==> config.mk <==
export PLATFORM = sky130hd
export DESIGN_NAME = logic_unit_arbiter
export DESIGN_NICKNAME = d
export VERILOG_FILES = /design/src/rtl/logic_unit_pkg.sv /design/src/rtl/logic_unit_arbiter_rr.sv /design/src/rtl/logic_unit_arbiter.sv
export SDC_FILE = /design/constraint.sdc
export NUM_CORES = 1
export LEC_CHECK = 0
export BUFFER_PORTS_ARGS = -buffer_cell sky130_fd_sc_hd__buf_2
export CORE_AREA = 2 2 120 122
export CTS_CLUSTER_SIZE = 16
export DETAILED_ROUTE_END_ITERATION = 7
export DIE_AREA = 0 0 122 124
export GPL_TIMING_DRIVEN = 1
export PLACE_DENSITY_LB_ADDON = 0.25
export SLEW_MARGIN = 20
export SYNTH_ARGS = -nofsm -noshare
export SYNTH_HDL_FRONTEND = slang
export SYNTH_HIERARCHICAL = 1
export SYNTH_SLANG_ARGS = --single-unit
==> constraint.sdc <==
create_clock -name clk_i -period 5.7 [get_ports clk_i]
set_input_delay 0.57 -clock clk_i [delete_from_list [all_inputs] [get_ports clk_i]]
set_output_delay 0.57 -clock clk_i [all_outputs]
set_load 0.005 [all_outputs]
==> src/rtl/logic_unit_pkg.sv <==
// Shared types and defaults for the shared bitwise logic unit and its arbiter.
package logic_unit_pkg;

  typedef enum logic [1:0] {
    LOP_AND  = 2'd0,
    LOP_OR   = 2'd1,
    LOP_XOR  = 2'd2,
    LOP_ANDN = 2'd3
  } logic_op_e;

  localparam int unsigned WIDTH_DEF = 32;

endpackage

==> src/rtl/logic_unit_arbiter_rr.sv <==
// Round-robin arbiter: one-hot grant scanning upward from a rotating pointer.
// The pointer moves past the winner only when the grant is actually taken.
module rr_arbiter #(
  parameter int unsigned N = 4
) (
  input  logic         clk_i,
  input  logic         rst_ni,
  input  logic [N-1:0] req_i,
  input  logic         en_i,
  output logic [N-1:0] gnt_o
);

  localparam int unsigned PW = (N > 1) ? $clog2(N) : 1;

  logic [PW-1:0] ptr_q;
  logic [PW-1:0] ptr_d;

  // First requester at or after ptr_q, wrapping modulo N.
  always_comb begin
    int unsigned idx;
    logic        found;
    gnt_o = '0;
    ptr_d = ptr_q;
    found = 1'b0;
    idx   = 0;
    for (int unsigned i = 0; i < N; i++) begin
      idx = (32'(ptr_q) + i) % N;
      if (!found && req_i[PW'(idx)]) begin
        gnt_o[PW'(idx)] = 1'b1;
        ptr_d           = PW'((idx + 1) % N);
        found           = 1'b1;
      end
    end
  end

  always_ff @(posedge clk_i) begin
    if (!rst_ni) begin
      ptr_q <= '0;
    end else if (en_i) begin
      ptr_q <= ptr_d;
    end
  end

endmodule

==> src/rtl/logic_unit_arbiter.sv <==
// Shares one bitwise logic unit (AND/OR/XOR/ANDN) between NUM_REQ requesters,
// returning each result on a single registered response channel tagged by id.
module logic_unit_arbiter
  import logic_unit_pkg::*;
#(
  parameter int unsigned NUM_REQ = 4,
  parameter int unsigned WIDTH   = WIDTH_DEF
) (
  input  logic                       clk_i,
  input  logic                       rst_ni,
  input  logic [NUM_REQ-1:0]         req_valid_i,
  output logic [NUM_REQ-1:0]         req_ready_o,
  input  logic [NUM_REQ*WIDTH-1:0]   req_a_i,
  input  logic [NUM_REQ*WIDTH-1:0]   req_b_i,
  input  logic [NUM_REQ*2-1:0]       req_op_i,
  output logic                       rsp_valid_o,
  input  logic                       rsp_ready_i,
  output logic [WIDTH-1:0]           rsp_data_o,
  output logic [$clog2(NUM_REQ)-1:0] rsp_id_o
);

  localparam int unsigned ID_W = $clog2(NUM_REQ);

  logic               can_accept;
  logic               arb_en;
  logic               xfer;
  logic [NUM_REQ-1:0] gnt;
  logic [WIDTH-1:0]   a_sel;
  logic [WIDTH-1:0]   b_sel;
  logic [WIDTH-1:0]   result;
  logic_op_e          op_sel;
  logic [ID_W-1:0]    id_sel;

  // Slot is free when empty or being drained this cycle; nothing is accepted in reset.
  assign can_accept  = !rsp_valid_o || rsp_ready_i;
  assign arb_en      = can_accept && rst_ni;
  assign req_ready_o = gnt & {NUM_REQ{arb_en}};
  assign xfer        = |req_ready_o;

  rr_arbiter #(
    .N (NUM_REQ)
  ) u_arb (
    .clk_i  (clk_i),
    .rst_ni (rst_ni),
    .req_i  (req_valid_i),
    .en_i   (arb_en),
    .gnt_o  (gnt)
  );

  // Operand/op/id mux driven by the one-hot grant.
  always_comb begin
    a_sel  = '0;
    b_sel  = '0;
    op_sel = LOP_AND;
    id_sel = '0;
    for (int unsigned k = 0; k < NUM_REQ; k++) begin
      if (gnt[k]) begin
        a_sel  = req_a_i[k*WIDTH +: WIDTH];
        b_sel  = req_b_i[k*WIDTH +: WIDTH];
        op_sel = logic_op_e'(req_op_i[k*2 +: 2]);
        id_sel = ID_W'(k);
      end
    end
  end

  always_comb begin
    result = '0;
    unique case (op_sel)
      LOP_AND:  result = a_sel & b_sel;
      LOP_OR:   result = a_sel | b_sel;
      LOP_XOR:  result = a_sel ^ b_sel;
      LOP_ANDN: result = a_sel & ~b_sel;
      default:  result = '0;
    endcase
  end

  // Response register; data/id only change on a transfer.
  always_ff @(posedge clk_i) begin
    if (!rst_ni) begin
      rsp_valid_o <= 1'b0;
      rsp_data_o  <= '0;
      rsp_id_o    <= '0;
    end else if (xfer) begin
      rsp_valid_o <= 1'b1;
      rsp_data_o  <= result;
      rsp_id_o    <= id_sel;
    end else if (rsp_ready_i) begin
      rsp_valid_o <= 1'b0;
    end
  end

endmodule

==> impl_metrics.yaml <==
outcome:
  outcome: "finished, final reports clean"
setup_path:
  critical_path_arrival_ps: 5090
  critPathKind: "reg -> reg"
  cp.required_ps: 5890
  critPathSlowestCell: "mux4_2"
  crit_path_max_fanout: 20
  cp-start-kind: "flop"
  rr_worst_depth: 16
  max_stage_delay_ps: 660
  worstPathCellList: "inv_1 -> ha_1 -> mux4_2 -> nand2_1 -> a21oi_1 -> a221o_2 -> or2_2 -> nor2b_4 -> a221oi_1 -> inv_1 -> ha_1 -> buf_4 -> a22oi_1 -> nor3_1 -> a31oi_1 -> o31ai_1"
  crit_path_end_kind: "flop"
drt:
  first_pass_iters: 5
  drc_errors: 0
  drt_iter0_drc: 430
  ant_nets: 0
  postRouteWirelength_mm: 19.4
  vias: 5947
  viasPerCell: 5.64
  wire_per_inst_um: 18.4
grt:
  grt.overflow.total: 0
  antenna_found_initial: 0
  grt_pass1_vias: 5430
  track_usage_pct: 23.6
  grt_pass1_wl_mm: 28.2
  grt_max_degree: 67
die:
  core_area_mm2: 0.0137
  rows: 43
  io_pins: 310
  fp.dieW_um: 122
  dieArea_mm2: 0.0151
  start_util_pct: 34.4
  die_h_um: 124
clock_tree:
  cts_tree: "yes"
  post_cts_buffers: 0
  cts_resized: 0
  clk_latency_ps: 280
  cts_sinks: 37
  path_clk_slew_ps: 60
  postCtsHoldBufs: 0
  cts_htree_levels: 2
  clockBufferDepth: 2
  root_buffer: "clkbuf_16"
  cts_buffers: 5
cells_and_area:
  n_fill_cell: 1462
  regArea_um2: 741
  multiInputGateArea_mm2: 0.00340
  synthToLayoutAreaGrowth_pct: 36.9
  layout.nets: 1186
  layout-drive-gt1-share_pct: 39.5
  diodes: 0
yosys:
  yosys_warnings: 6
  synthFlopType: "dfxtp_1"
  syn_inst: 610
  netlist_area_mm2: 0.00471
  synth_cell_types: 44
  synth.avg_cell_area_um2: 7.73
  synth_area_leaders: "dfxtp_1 16%, ha_1 11%, a221o_1 7.4%, a21oi_1 7.2%, a221oi_1 6.3%"
  syn_nets: 922
  ys_ff_latch: 37
  synth_top_area_share_pct: 15.7
  ys_seq_area_share_pct: 15.7
  synth_edf_count: 0
  yosysMostFrequentCell: "inv_1"
  synth_area_leader_cell: "dfxtp_1"
  synthArstFlopShare_pct: 0
  synthTopCellsByCount: "71 x inv_1, 68 x a21oi_1, 41 x ha_1"
placed_design:
  place_congestion: 0.856
  dpl.hpwl_mm: 13.9
  port_buffers: 309
timing:
  worst_pin_slew_ps: 1090
  hold_viol_final: 0
  fin_tns_setup_ps: 0
  finalSetupViolations: 0
  rsz0062_at_grt: "no"
  clock.fmax_ghz: 0.204
  finalCritPeriodShare_pct: 86.0
  skew_ps: 3.45
  report.final.slew_viol_count: 0
  period_needed_ps: 4900
  slew_headroom_pct: 27.4
min_path:
  worstHoldPathType: "reg -> reg"
  hold_path_depth: 2
power:
  leakage_nw: 3.19
  cellPowerDensity_mw_per_mm2: 912
  worst_ir_drop_vdd_mv: 0.598
  total_power_w: 0.00589
flow_run:
  maxCapViolCount: 0
-- layout by cell type (no fill, tap or decap), drive strengths merged, types with 3 or more instances in the layout --
| master | Yosys | routed |
|---|---|---|
| o31ai | 32 | 32 |
| ha | 41 | 41 |
| a22oi | 35 | 35 |
| nor2b | 5 | 5 |
| nand3b | 6 | 6 |
| inv | 71 | 71 |
| a21oi | 69 | 69 |
| clkbuf | 31 | 7 |
| dfxtp | 37 | 37 |
| o221ai | 32 | 32 |
| nor3 | 34 | 34 |
| nand2 | 11 | 11 |
| a221oi | 34 | 34 |
| mux4 | 3 | 3 |
| o21ai | 4 | 4 |
| xor2 | 32 | 32 |
| a31oi | 32 | 32 |
| nor2 | 6 | 6 |
| a221o | 35 | 35 |
| and3 | 5 | 5 |
| buf | 37 | 325 |
-- sequential cells by signal (all words and copies together), names as in the netlist --
register	cells
rsp_data_o	32
rsp_id_o	2
u_arb/ptr_q	2
rsp_valid_o	1
-- power breakdown --
group / switching, W / internal [W] / total, W
sequential: 0.0000411 / 0.000323 / 0.000364
clock: 0.000110 / 0.000172 / 0.000282
combinational: 0.00321 / 0.00204 / 0.00524
total: 0.00336 / 0.00253 / 0.00589
-- worst max-delay path, delay by kind of cell (launching register included) --
family | cells | cell delay (ps)
AND/OR/NAND/NOR | 4 | 920
multiplexers | 1 | 660
adder cells (fa/ha/maj) | 2 | 990
buffers and inverters | 3 | 700
AO/OA/AOI/OAI | 6 | 970
flip-flops | 1 | 560
-- through the flow --
stage | util (%) | instances | setup slack, ps | hold WS (ps) | cell area (um^2)
after floorplan | - | 610 | 1340 | 477 | 4710
after global placement | 46.0 | 1047 | 927 | 465 | 6310
after detailed placement | 46.0 | 1047 | 806 | 464 | 6310
after CTS | 47.0 | 1054 | 786 | 478 | 6450
after global routing | 47.0 | 1054 | 373 | 515 | 6450
final | 47.0 | 1054 | 796 | 476 | 6450
-- final timing paths --
check / startpoint / endpoint / slack (ps)
setup / recovery: u_arb/ptr_q[0]$_SDFFE_PN0P_ / rsp_data_o[22]$_SDFFE_PN0P_ / 800
hold / removal: rsp_data_o[19]$_SDFFE_PN0P_ / rsp_data_o[19]$_SDFFE_PN0P_ / 480
setup reg to reg: u_arb/ptr_q[0]$_SDFFE_PN0P_ / rsp_data_o[22]$_SDFFE_PN0P_ / 800
hold reg to reg: rsp_data_o[19]$_SDFFE_PN0P_ / rsp_data_o[19]$_SDFFE_PN0P_ / 480
-- layer usage --
layer  vias up  GRT usage [%]  share of wire (%)
li1       2924              -                  -
met1      2774           30.6                 43
met2       233           42.6                 50
met3        16           2.88                6.3
met4         0           3.59               0.89
met5         -              0                  0
-- cell type report --
cell class                 instances  area share (%)
timing repair buffer             325            26.0
clock buffer                       7            2.21
tap                              180            3.49
multi-input combinational        434            52.7
inverter                          71            4.13
sequential                        37            11.5
-- logic make-up after synthesis --
| kind of cell | after synthesis | share of synthesized area [%] |
|---|---|---|
| AO/OA/AOI/OAI | 281 | 44.5 |
| buffers and inverters | 139 | 12.7 |
| AND/OR/NAND/NOR | 76 | 8.60 |
| adder cells (fa/ha/maj) | 41 | 10.9 |
| flip-flops | 37 | 15.7 |
| XOR/XNOR | 32 | 5.94 |
| multiplexers | 4 | 1.65 |
Note: power is estimated with default switching activity, not from simulation.
